### src/rtl/mips_pkg.sv
// Purpose : shared fetch/decode definitions (fetch FSM states, reset constants, opcode field positions).
// Latency : n/a (types and constants only).
// Backpr. : n/a.
package mips_pkg;

   typedef enum logic [2:0] {
      FS_IDLE,
      FS_FETCH,
      FS_HOLD,
      FS_DRAIN,
      FS_HALT
   } fetch_state_t;

   // Fetched word together with the address it came from.
   typedef struct packed {
      logic [31:0] instr;
      logic [31:0] pc;
   } fetch_word_t;

   localparam logic [31:0] NOP_INSTR_DEF = 32'h0000_0000;   // sll $0,$0,0
   localparam logic [31:0] RESET_PC_DEF  = 32'h0000_3000;

   localparam int OP_MSB    = 31;
   localparam int OP_LSB    = 26;
   localparam int FUNCT_MSB = 5;
   localparam int FUNCT_LSB = 0;

   function automatic logic [31:0] word_align(input logic [31:0] a);
      return {a[31:2], 2'b00};
   endfunction

endpackage

### src/rtl/fetch_stage_ifid_reg.sv
// Purpose : IF/ID slot register plus one-entry skid buffer (load / hold / drain / flush).
// Latency : a load or skid pop appears on o_* one cycle later.
// Backpr. : i_stall freezes the slot; a word arriving while frozen parks in the skid.
// Ports   : i_flush/i_load/i_push/i_pop commands from the fetch FSM, i_stall from decode,
//           i_word = fetched word + its PC, o_valid/o_instr/o_pc/o_pc_plus4 = slot contents.
module ifid_reg
   import mips_pkg::*;
#(
   parameter logic [31:0] NOP_INSTR = NOP_INSTR_DEF
) (
   input  logic        i_clk,
   input  logic        i_rst_n,
   input  logic        i_flush,
   input  logic        i_load,
   input  logic        i_push,
   input  logic        i_pop,
   input  logic        i_stall,
   input  fetch_word_t i_word,
   output logic        o_valid,
   output logic [31:0] o_instr,
   output logic [31:0] o_pc,
   output logic [31:0] o_pc_plus4
);

   logic        r_slot_vld;
   fetch_word_t r_slot;
   logic [31:0] r_pc_plus4;
   logic        r_skid_vld;
   fetch_word_t r_skid;

   always_ff @(posedge i_clk or negedge i_rst_n) begin
      if (!i_rst_n) begin
         r_slot_vld <= 1'b0;
         r_slot     <= '{instr: NOP_INSTR, pc: 32'h0};
         r_pc_plus4 <= 32'h0;
         r_skid_vld <= 1'b0;
         r_skid     <= '0;
      end else if (i_flush) begin
         // PC fields are left as-is; only valid/instr matter for an empty slot.
         r_slot_vld   <= 1'b0;
         r_slot.instr <= NOP_INSTR;
         r_skid_vld   <= 1'b0;
      end else begin
         if (i_load) begin
            r_slot_vld <= 1'b1;
            r_slot     <= i_word;
            r_pc_plus4 <= i_word.pc + 32'd4;
         end else if (i_pop && r_skid_vld) begin
            r_slot_vld <= 1'b1;
            r_slot     <= r_skid;
            r_pc_plus4 <= r_skid.pc + 32'd4;
            r_skid_vld <= 1'b0;
         end else if (!i_stall) begin
            // Decode consumed the slot and nothing replaces it.
            r_slot_vld   <= 1'b0;
            r_slot.instr <= NOP_INSTR;
         end
         if (i_push) begin
            r_skid_vld <= 1'b1;
            r_skid     <= i_word;
         end
      end
   end

   assign o_valid    = r_slot_vld;
   assign o_instr    = r_slot.instr;
   assign o_pc       = r_slot.pc;
   assign o_pc_plus4 = r_pc_plus4;

endmodule

### src/rtl/fetch_stage.sv
// Purpose : MIPS instruction fetch (PC + imem req/ready port) feeding the IF/ID register.
// Latency : response accepted in cycle T shows on o_id_* in T+1; 1 instr/cycle with same-cycle ready.
// Backpr. : i_id_stall holds the slot; one extra word parks in the skid and fetching pauses (HOLD).
// Ports   : o_imem_req/o_imem_addr/i_imem_ready/i_imem_rdata = memory port; i_redirect_valid/pc from
//           execute; i_halt_req/i_id_stall from decode; o_id_* = IF/ID slot; o_halted = fetch stopped.
module fetch_stage
   import mips_pkg::*;
#(
   parameter logic [31:0] RESET_PC  = RESET_PC_DEF,
   parameter logic [31:0] NOP_INSTR = NOP_INSTR_DEF
) (
   input  logic        i_clk,
   input  logic        i_rst_n,
   output logic        o_imem_req,
   output logic [31:0] o_imem_addr,
   input  logic        i_imem_ready,
   input  logic [31:0] i_imem_rdata,
   input  logic        i_redirect_valid,
   input  logic [31:0] i_redirect_pc,
   input  logic        i_halt_req,
   input  logic        i_id_stall,
   output logic        o_id_valid,
   output logic [31:0] o_id_instr,
   output logic [5:0]  o_id_op,
   output logic [5:0]  o_id_funct,
   output logic [31:0] o_id_pc,
   output logic [31:0] o_id_pc_plus4,
   output logic        o_halted
);

   fetch_state_t r_state, w_state_nxt;
   logic [31:0]  r_pc, w_pc_nxt;
   logic [31:0]  r_req_addr;       // address of the request being drained
   logic         r_halt_pend, w_halt_pend_nxt;
   logic         w_load, w_push, w_pop, w_flush;
   logic         w_busy, w_slot_free;
   fetch_word_t  w_word;

   // In FETCH the PC only moves on ready, so r_pc is the live request address.
   assign w_busy      = (r_state == FS_FETCH) || (r_state == FS_DRAIN);
   assign o_imem_req  = w_busy;
   assign o_imem_addr = (r_state == FS_DRAIN) ? r_req_addr : r_pc;
   assign o_halted    = (r_state == FS_HALT);
   assign w_slot_free = !o_id_valid || !i_id_stall;
   assign w_word      = '{instr: i_imem_rdata, pc: r_pc};

   always_ff @(posedge i_clk or negedge i_rst_n) begin
      if (!i_rst_n) begin
         r_state     <= FS_IDLE;
         r_pc        <= word_align(RESET_PC);
         r_req_addr  <= 32'h0;
         r_halt_pend <= 1'b0;
      end else begin
         r_state     <= w_state_nxt;
         r_pc        <= w_pc_nxt;
         r_halt_pend <= w_halt_pend_nxt;
         if (r_state == FS_FETCH) begin
            r_req_addr <= r_pc;
         end
      end
   end

   always_comb begin
      w_state_nxt     = r_state;
      w_pc_nxt        = r_pc;
      w_halt_pend_nxt = r_halt_pend;
      w_load          = 1'b0;
      w_push          = 1'b0;
      w_pop           = 1'b0;
      w_flush         = 1'b0;

      case (r_state)
         FS_IDLE: w_state_nxt = FS_FETCH;
         FS_FETCH: begin
            if (i_imem_ready) begin
               w_pc_nxt = r_pc + 32'd4;
               if (w_slot_free) begin
                  w_load = 1'b1;
               end else begin
                  w_push      = 1'b1;
                  w_state_nxt = FS_HOLD;
               end
            end
         end
         FS_HOLD: begin
            if (!i_id_stall) begin
               w_pop       = 1'b1;
               w_state_nxt = FS_FETCH;
            end
         end
         FS_DRAIN: begin
            if (i_imem_ready) begin
               w_halt_pend_nxt = 1'b0;
               w_state_nxt     = r_halt_pend ? FS_HALT : FS_FETCH;
            end
         end
         FS_HALT: begin
         end
         default: w_state_nxt = FS_IDLE;
      endcase

      // Redirect beats halt; both are ignored once halted.
      if (r_state != FS_HALT) begin
         if (i_redirect_valid) begin
            w_flush         = 1'b1;
            w_load          = 1'b0;
            w_push          = 1'b0;
            w_pop           = 1'b0;
            w_halt_pend_nxt = 1'b0;
            w_pc_nxt        = word_align(i_redirect_pc);
            w_state_nxt     = (w_busy && !i_imem_ready) ? FS_DRAIN : FS_FETCH;
         end else if (i_halt_req) begin
            w_load   = 1'b0;
            w_push   = 1'b0;
            w_pop    = 1'b0;
            w_pc_nxt = r_pc;
            if (w_busy && !i_imem_ready) begin
               w_halt_pend_nxt = 1'b1;
               w_state_nxt     = FS_DRAIN;
            end else begin
               w_halt_pend_nxt = 1'b0;
               w_state_nxt     = FS_HALT;
            end
         end
      end
   end

   ifid_reg #(
      .NOP_INSTR (NOP_INSTR)
   ) u_ifid (
      .i_clk      (i_clk),
      .i_rst_n    (i_rst_n),
      .i_flush    (w_flush),
      .i_load     (w_load),
      .i_push     (w_push),
      .i_pop      (w_pop),
      .i_stall    (i_id_stall),
      .i_word     (w_word),
      .o_valid    (o_id_valid),
      .o_instr    (o_id_instr),
      .o_pc       (o_id_pc),
      .o_pc_plus4 (o_id_pc_plus4)
   );

   assign o_id_op    = o_id_instr[OP_MSB:OP_LSB];
   assign o_id_funct = o_id_instr[FUNCT_MSB:FUNCT_LSB];

endmodule
### config.mk
export PLATFORM = sky130hd
export DESIGN_NAME = fetch_stage
export DESIGN_NICKNAME = d
export VERILOG_FILES = /design/src/rtl/mips_pkg.sv /design/src/rtl/fetch_stage_ifid_reg.sv /design/src/rtl/fetch_stage.sv
export SDC_FILE = /design/constraint.sdc
export NUM_CORES = 1
export LEC_CHECK = 0
export CAP_MARGIN = 20
export CORE_MARGIN = 4
export CORE_UTILIZATION = 53
export DETAILED_ROUTE_END_ITERATION = 16
export PLACE_DENSITY = 0.92
export SLEW_MARGIN = 20
export SYNTH_ARGS = -nofsm -noshare
export SYNTH_HDL_FRONTEND = slang
export SYNTH_HIERARCHICAL = 1
export SYNTH_SLANG_ARGS = --single-unit
### constraint.sdc
create_clock -name i_clk -period 5.3 [get_ports i_clk]
set_input_delay 1.59 -clock i_clk [delete_from_list [all_inputs] [get_ports i_clk]]
set_output_delay 1.59 -clock i_clk [all_outputs]
set_load 0.02 [all_outputs]
==> metrics.txt, run 1 <==
TNS Setup=0 ns; Tmin final=4.87 ns; Top Ports=213; hold_sp=u_ifid/o_pc_plus4[7]; part of the cycle the worst path needs=91.9%; first-pass GRT wire length=48100 um; Starting Density=54.4%; crit path launch=r_state[0]; Synth top area share=50.2%; Clock Path Buffers=3; Required @ worst endpoint=3.71 ns; Layout area overhead=27.1%; routability cong.=0.894; pre-CTS setup slack=0.436 ns; vias per cell=6.13; clk root buf=clkbuf_16; clock slew at reported path FFs=0.06 ns; Clock Sinks=224; worst slew pin tran=0.785 ns; CTS tree=yes; sequential fraction of the synthesis area=50.6%; peak supply drop=0.000260 V; Setup Fix Bufs, Post-CTS=0; share of cells above drive strength 1=17.6%; largest net degree at the start of global routing=102; Antenna Cells=0; Post-CTS Hold Buffers=0; skew final=0.0129 ns; Routed WL per cell=20.2 um; Max Fclk=205 MHz; Synth Instances=1019; HPWL after DPL=20500 um; initial antenna violation count=3; Rows=52; worst hold margin=0.466 ns; WP data arrival=3.28 ns; kind of critical path=reg2out; Post-synth ARST share=100%; synthesized cell area=11100 um2; outcome=completed; Pins Over Slew Limit=0; Worst setup SP type=flop; Max FO, Critical Path=20; post_cts resized=0; DR DRC count=0; Max stage delay on crit path=0.61 ns; Post-Route WL=30000 um; Hold Path Class=reg2reg; final worst slack=0.432 ns; Die Area=23300 um2; Hold Fails Final Rpt=0; Max-cap violations=0; # setup viols final=0; critical path's slowest cell=clkdlybuf4s50_1; hold path depth=2; via count=9097; Yosys warning count=6; synthesized area per cell=10.9 um2; Post-synth EDFFs=0; RSZ-0062 raised after global routing=false; Die Ht=153 um; Die X=153 um; Static Leak=5.93 nW; Initial DRT Pass Iterations=5; I/O Buffers=208; power per cell area=332 nW/um2; R2R cell count=10; largest cells by area after synthesis=dfrtp_1 50%, mux2_2 13%, nand2_1 3.9%; Worst R2R Start=r_state[0]; H-Tree Depth=1; Starting DRT DRC Count=764; Slew HR=47.7%; Post-synth top flop=dfrtp_1; Overflow after GRT=0; fin nets=1269; worst skew pair latency=0.52 ns; total global-route track usage=24.8%; Critical Path End Type=output pin; Critical Path, Cell by Cell=nor2b_1 -> nand2_1 -> buf_4 -> mux2_2 -> clkdlybuf4s50_1; Synth Register Bits=224; Placeable Area=20400 um2; cell taking the most area after synthesis=dfrtp_1; FILL cells=1454; Num CTS Buffers=24; ANT nets after route=0; post-synth cell types=72; vias in the first global route=9034
final timing paths:
check / slack, ns / endpoint
setup / recovery: 0.43 / o_imem_addr[15]
min in group asynchronous: 1.09 / u_ifid/o_pc[3]
max in group asynchronous: 3.23 / r_pc[12]
hold / removal: 0.47 / u_ifid/o_pc_plus4[7]
hold reg to reg: 0.47 / u_ifid/o_pc_plus4[7]
setup reg to reg: 1.47 / u_ifid/o_pc_plus4[25]
registers in the layout, summed over array words and instances (netlist names):
signal             count
r_pc                  30
u_ifid/r_skid_vld      1
r_halt_pend            1
r_req_addr            30
u_ifid/r_skid         64
u_ifid/o_instr        32
u_ifid/o_valid         1
u_ifid/o_pc           32
u_ifid/o_pc_plus4     30
r_state                3
through the flow:
step | total power [mW] | std cells | cell area (um2) | utilization (%)
6_report | 4.68 | 1484 | 14100 | 69.2
3_5_place_dp | 3.07 | 1441 | 13300 | 65.4
3_3_place_gp | 3.03 | 1441 | 13300 | 65.4
4_1_cts | 4.70 | 1484 | 14100 | 69.2
2_1_floorplan | 2.62 | 1024 | 11100 | -
5_1_grt | 4.87 | 1484 | 14100 | 69.2
cells in the mapped netlist, drive strengths merged (4+ instances only):
cell and count:
xnor2 17, o31ai 7, xor2 8, o31a 4, o22ai 8, a22oi 11, nor2 73, mux2 127
a31oi 6, a311oi 4, buf 45, mux2i 30, nor2b 6, o21ai 59, nor3 15, nand3b 15
a21boi 5, and3 11, clkbuf 39, and4 5, nor4 10, a211oi 10, nand2 116, inv 7
dfrtp 222, o211ai 5, a221o 4, a21oi 20, nand4 12, nand3 32, a21o 10, a222oi 34
critical path: cells and delay by family, from the launching register on:
family / cells / cell delay [ns]
AND/OR/NAND/NOR: 2 / 0.91
buffers and inverters: 2 / 1.01
multiplexers: 1 / 0.30
flip-flops: 1 / 0.53
cell usage in the layout, fill, tap and decap left out, drive strengths merged, types with 10 or more instances in the layout:
cell and count:
nand2 116, mux2 127, nand3b 15, a22oi 11
and3 11, nand4 12, clkbuf 32, nor3 15
buf 24, nor4 10, mux2i 30, nand3 32
a211oi 10, a21oi 20, clkdlybuf4s50 207, xnor2 17
a21o 10, a222oi 34, dfrtp 222, o21ai 59
nor2 73
report_power, final:
group	leakage (nW)	switching (mW)	total [mW]	internal [mW]
registers	2.95	0.192	2.10	1.90
clock network	0.379	0.693	1.63	0.934
logic	2.60	0.480	0.958	0.478
total	5.93	1.36	4.68	3.32
routing by layer:
layer  vias up  share of wire [%]  global-route usage [%]
met5         -               0.12                       0
met4         6                3.1                    7.21
met3        77                 10                    7.70
met2       477                 47                    41.2
met1      4455                 39                    31.4
li1       4082                  -                       -
layout make-up:
| type | count | area (um2) | share of cell area (%) |
|---|---|---|---|
| flip-flops and latches | 224 | 5610 | 39.8 |
| multi-input cells | 709 | 5050 | 35.9 |
| repair buffers | 231 | 2280 | 16.2 |
| clock buffers | 32 | 702 | 4.98 |
| well taps | 270 | 338 | 2.40 |
| clock inverters | 11 | 70.1 | 0.498 |
| inverters | 7 | 31.3 | 0.222 |
logic make-up (layout without fill, tap and decap cells):
kind of cell	after synthesis	count (layout)	share of synthesized area [%]
and+or+nand+nor	317	317	14.5
DFF	224	224	50.6
AOI/OAI and AO/OA	202	202	12.9
muxes	157	157	15.6
buffers and inverters	91	281	4.18
xor gates and xnor gates	25	25	1.98
adders and majority gates	2	2	0.226
other	1	6	0.0339
(Power assumes the default switching activity.)
==> run 2, diff against run 1 <==
--- a/config.mk
+++ b/config.mk
@@ -9,6 +9,7 @@
 export CORE_MARGIN = 4
 export CORE_UTILIZATION = 53
 export DETAILED_ROUTE_END_ITERATION = 16
+export GPL_ROUTABILITY_DRIVEN = 0
 export PLACE_DENSITY = 0.92
 export SLEW_MARGIN = 20
 export SYNTH_ARGS = -nofsm -noshare
==> results of run 2 <==
Same layout as run 1: the final DEF is identical, and so are final timing and power.
==> run 3, diff against run 2 <==
--- a/config.mk
+++ b/config.mk
@@ -7,10 +7,11 @@
 export LEC_CHECK = 0
 export CAP_MARGIN = 20
 export CORE_MARGIN = 4
-export CORE_UTILIZATION = 53
+export CORE_UTILIZATION = 54
+export CTS_BUF_LIST = sky130_fd_sc_hd__clkbuf_8
 export DETAILED_ROUTE_END_ITERATION = 16
 export GPL_ROUTABILITY_DRIVEN = 0
-export PLACE_DENSITY = 0.92
+export PLACE_DENSITY = 0.94
 export SLEW_MARGIN = 20
 export SYNTH_ARGS = -nofsm -noshare
 export SYNTH_HDL_FRONTEND = slang
==> run 3 against run 2 <==
Effect of this change: setup slack better by 0.13 ns; clock power hardly changed; global-route usage is 1.0 points higher; critical path depth stayed put; worst hold slack better by 0.011 ns; clock-buffer cell count is 20 higher; flip-flop and latch count stayed put; routed wire length is 0.56% higher; sequential power hardly changed; critical endpoint is now o_imem_addr[31]; largest cell class unchanged; final cell count is 2.0% higher; combinational power hardly changed.
==> metrics.txt, run 3 (synthesis gave the netlist of run 1 again) <==
peak supply drop=0.000203 V; CTS tree=yes; # setup viols final=0; Antenna Cells=0; max reg flops=64; first-pass GRT wire length=47000 um; worst hold margin=0.477 ns; Slew HR=39.3%; Layout area overhead=27.9%; Routed WL per cell=19.9 um; part of the cycle the worst path needs=89.3%; worst slew pin tran=0.910 ns; Initial DRT Pass Iterations=7; Die X=151 um; H-Tree Depth=2; R2R Path End=u_ifid/o_pc_plus4[25]; Starting DRT DRC Count=857; via count=9248; non-filler cells, final=1514; RSZ-0062 raised after global routing=false; Hold Path Class=reg2reg; Finished Core Util=70.0%; most common cell after layout, fill and taps aside=dfrtp_1; vias in the first global route=8939; Max-cap violations=0; hold_sp=u_ifid/o_pc[28]; area of the multi-input gates=5050 um2; R2R cell count=10; I/O Buffers=208; kind of critical path=reg2out; skew final=0.0355 ns; Max FO, Critical Path=14; Worst setup SP type=flop; Die Ht=151 um; power per cell area=331 nW/um2; Reg area=5610 um2; FILL cells=1395; Placeable Area=20200 um2; hold path depth=1; Setup Fix Bufs, Post-CTS=0; outcome=completed; Required @ worst endpoint=3.71 ns; Pins Over Slew Limit=0; Worst R2R Start=r_state[0]; Hold Fails Final Rpt=0; largest reg by FF count=u_ifid/r_skid; largest net degree at the start of global routing=120; fin nets=1288; vias per cell=6.11; post_cts resized=0; DR DRC count=0; commonest cells after routing, fill and taps aside=222 x dfrtp_1, 207 x clkdlybuf4s50_1, 127 x mux2_2, 115 x nand2_1, 70 x nor2_1; Die Area=22900 um2; Starting Density=54.7%; share of cells above drive strength 1=19.1%; ANT nets after route=0; TNS Setup=0 ns; sink of the worst hold path=u_ifid/o_pc[28]; Num CTS Buffers=38; Top Ports=213; Overflow after GRT=0; Clock Path Buffers=3; worst skew pair latency=0.54 ns; total global-route track usage=25.8%; clk root buf=clkbuf_8; Rows=52; Post-Route WL=30200 um; Clock Sinks=224; Critical Path End Type=output pin; Tmin final=4.73 ns; Max Fclk=211 MHz; WP data arrival=3.14 ns; placed insts=1446; Static Leak=6.03 nW; Post-CTS Hold Buffers=0; initial antenna violation count=0; crit path launch=r_state[0]; HPWL after DPL=20600 um; Reg2Reg Setup Slack=1.44 ns; clock slew at reported path FFs=0.06 ns
[run 3: where the power goes]
| group | leakage, nW | switching, mW | internal (mW) |
|---|---|---|---|
| Combinational | 2.63 | 0.479 | 0.481 |
| Clock | 0.453 | 0.706 | 0.924 |
| Sequential | 2.95 | 0.191 | 1.91 |
[run 3: worst max-delay path, cell delays in order, from the launching register on]
cell and delay [ns]:
dfrtp_1 0.54, nor2b_1 0.46, nand2_1 0.40, buf_4 0.33
mux2_2 0.24, clkdlybuf4s50_1 0.65
[run 3: worst max-delay path by stage]
stage                                        to  slack, ns  depth (start not counted)
after global placement    u_ifid/o_pc_plus4[25]       0.48                         11
after CTS                       o_imem_addr[31]       0.54                          5
after detailed placement  u_ifid/o_pc_plus4[25]       0.41                         11
final                           o_imem_addr[31]       0.57                          5
after global routing            o_imem_addr[31]       0.37                          5
after floorplan           u_ifid/o_pc_plus4[20]       0.09                         17
[run 3: routing by layer]
| metal | wire length (um) | global-route usage, % |
|---|---|---|
| met3 | 3290 | 7.36 |
| met5 | 0 | 0 |
| met1 | 11600 | 33.7 |
| met2 | 14400 | 41.7 |
| met4 | 845 | 8.48 |
[run 3: layout make-up]
cell class,count,area share [%]
clock buffers,52,5.05
clock inverters,16,0.724
inverters,7,0.221
multi-input cells,709,35.6
flip-flops and latches,224,39.6
well taps,270,2.38
repair buffers,236,16.4
[run 3: stage by stage]
| stage | cell area [um2] | setup slack [ns] | power [mW] |
|---|---|---|---|
| after floorplan | 11100 | 0.0916 | 2.62 |
| final | 14200 | 0.566 | 4.69 |
| after global placement | 13300 | 0.484 | 3.03 |
| after detailed placement | 13300 | 0.411 | 3.08 |
| after global routing | 14200 | 0.374 | 4.89 |
| after CTS | 14200 | 0.538 | 4.72 |
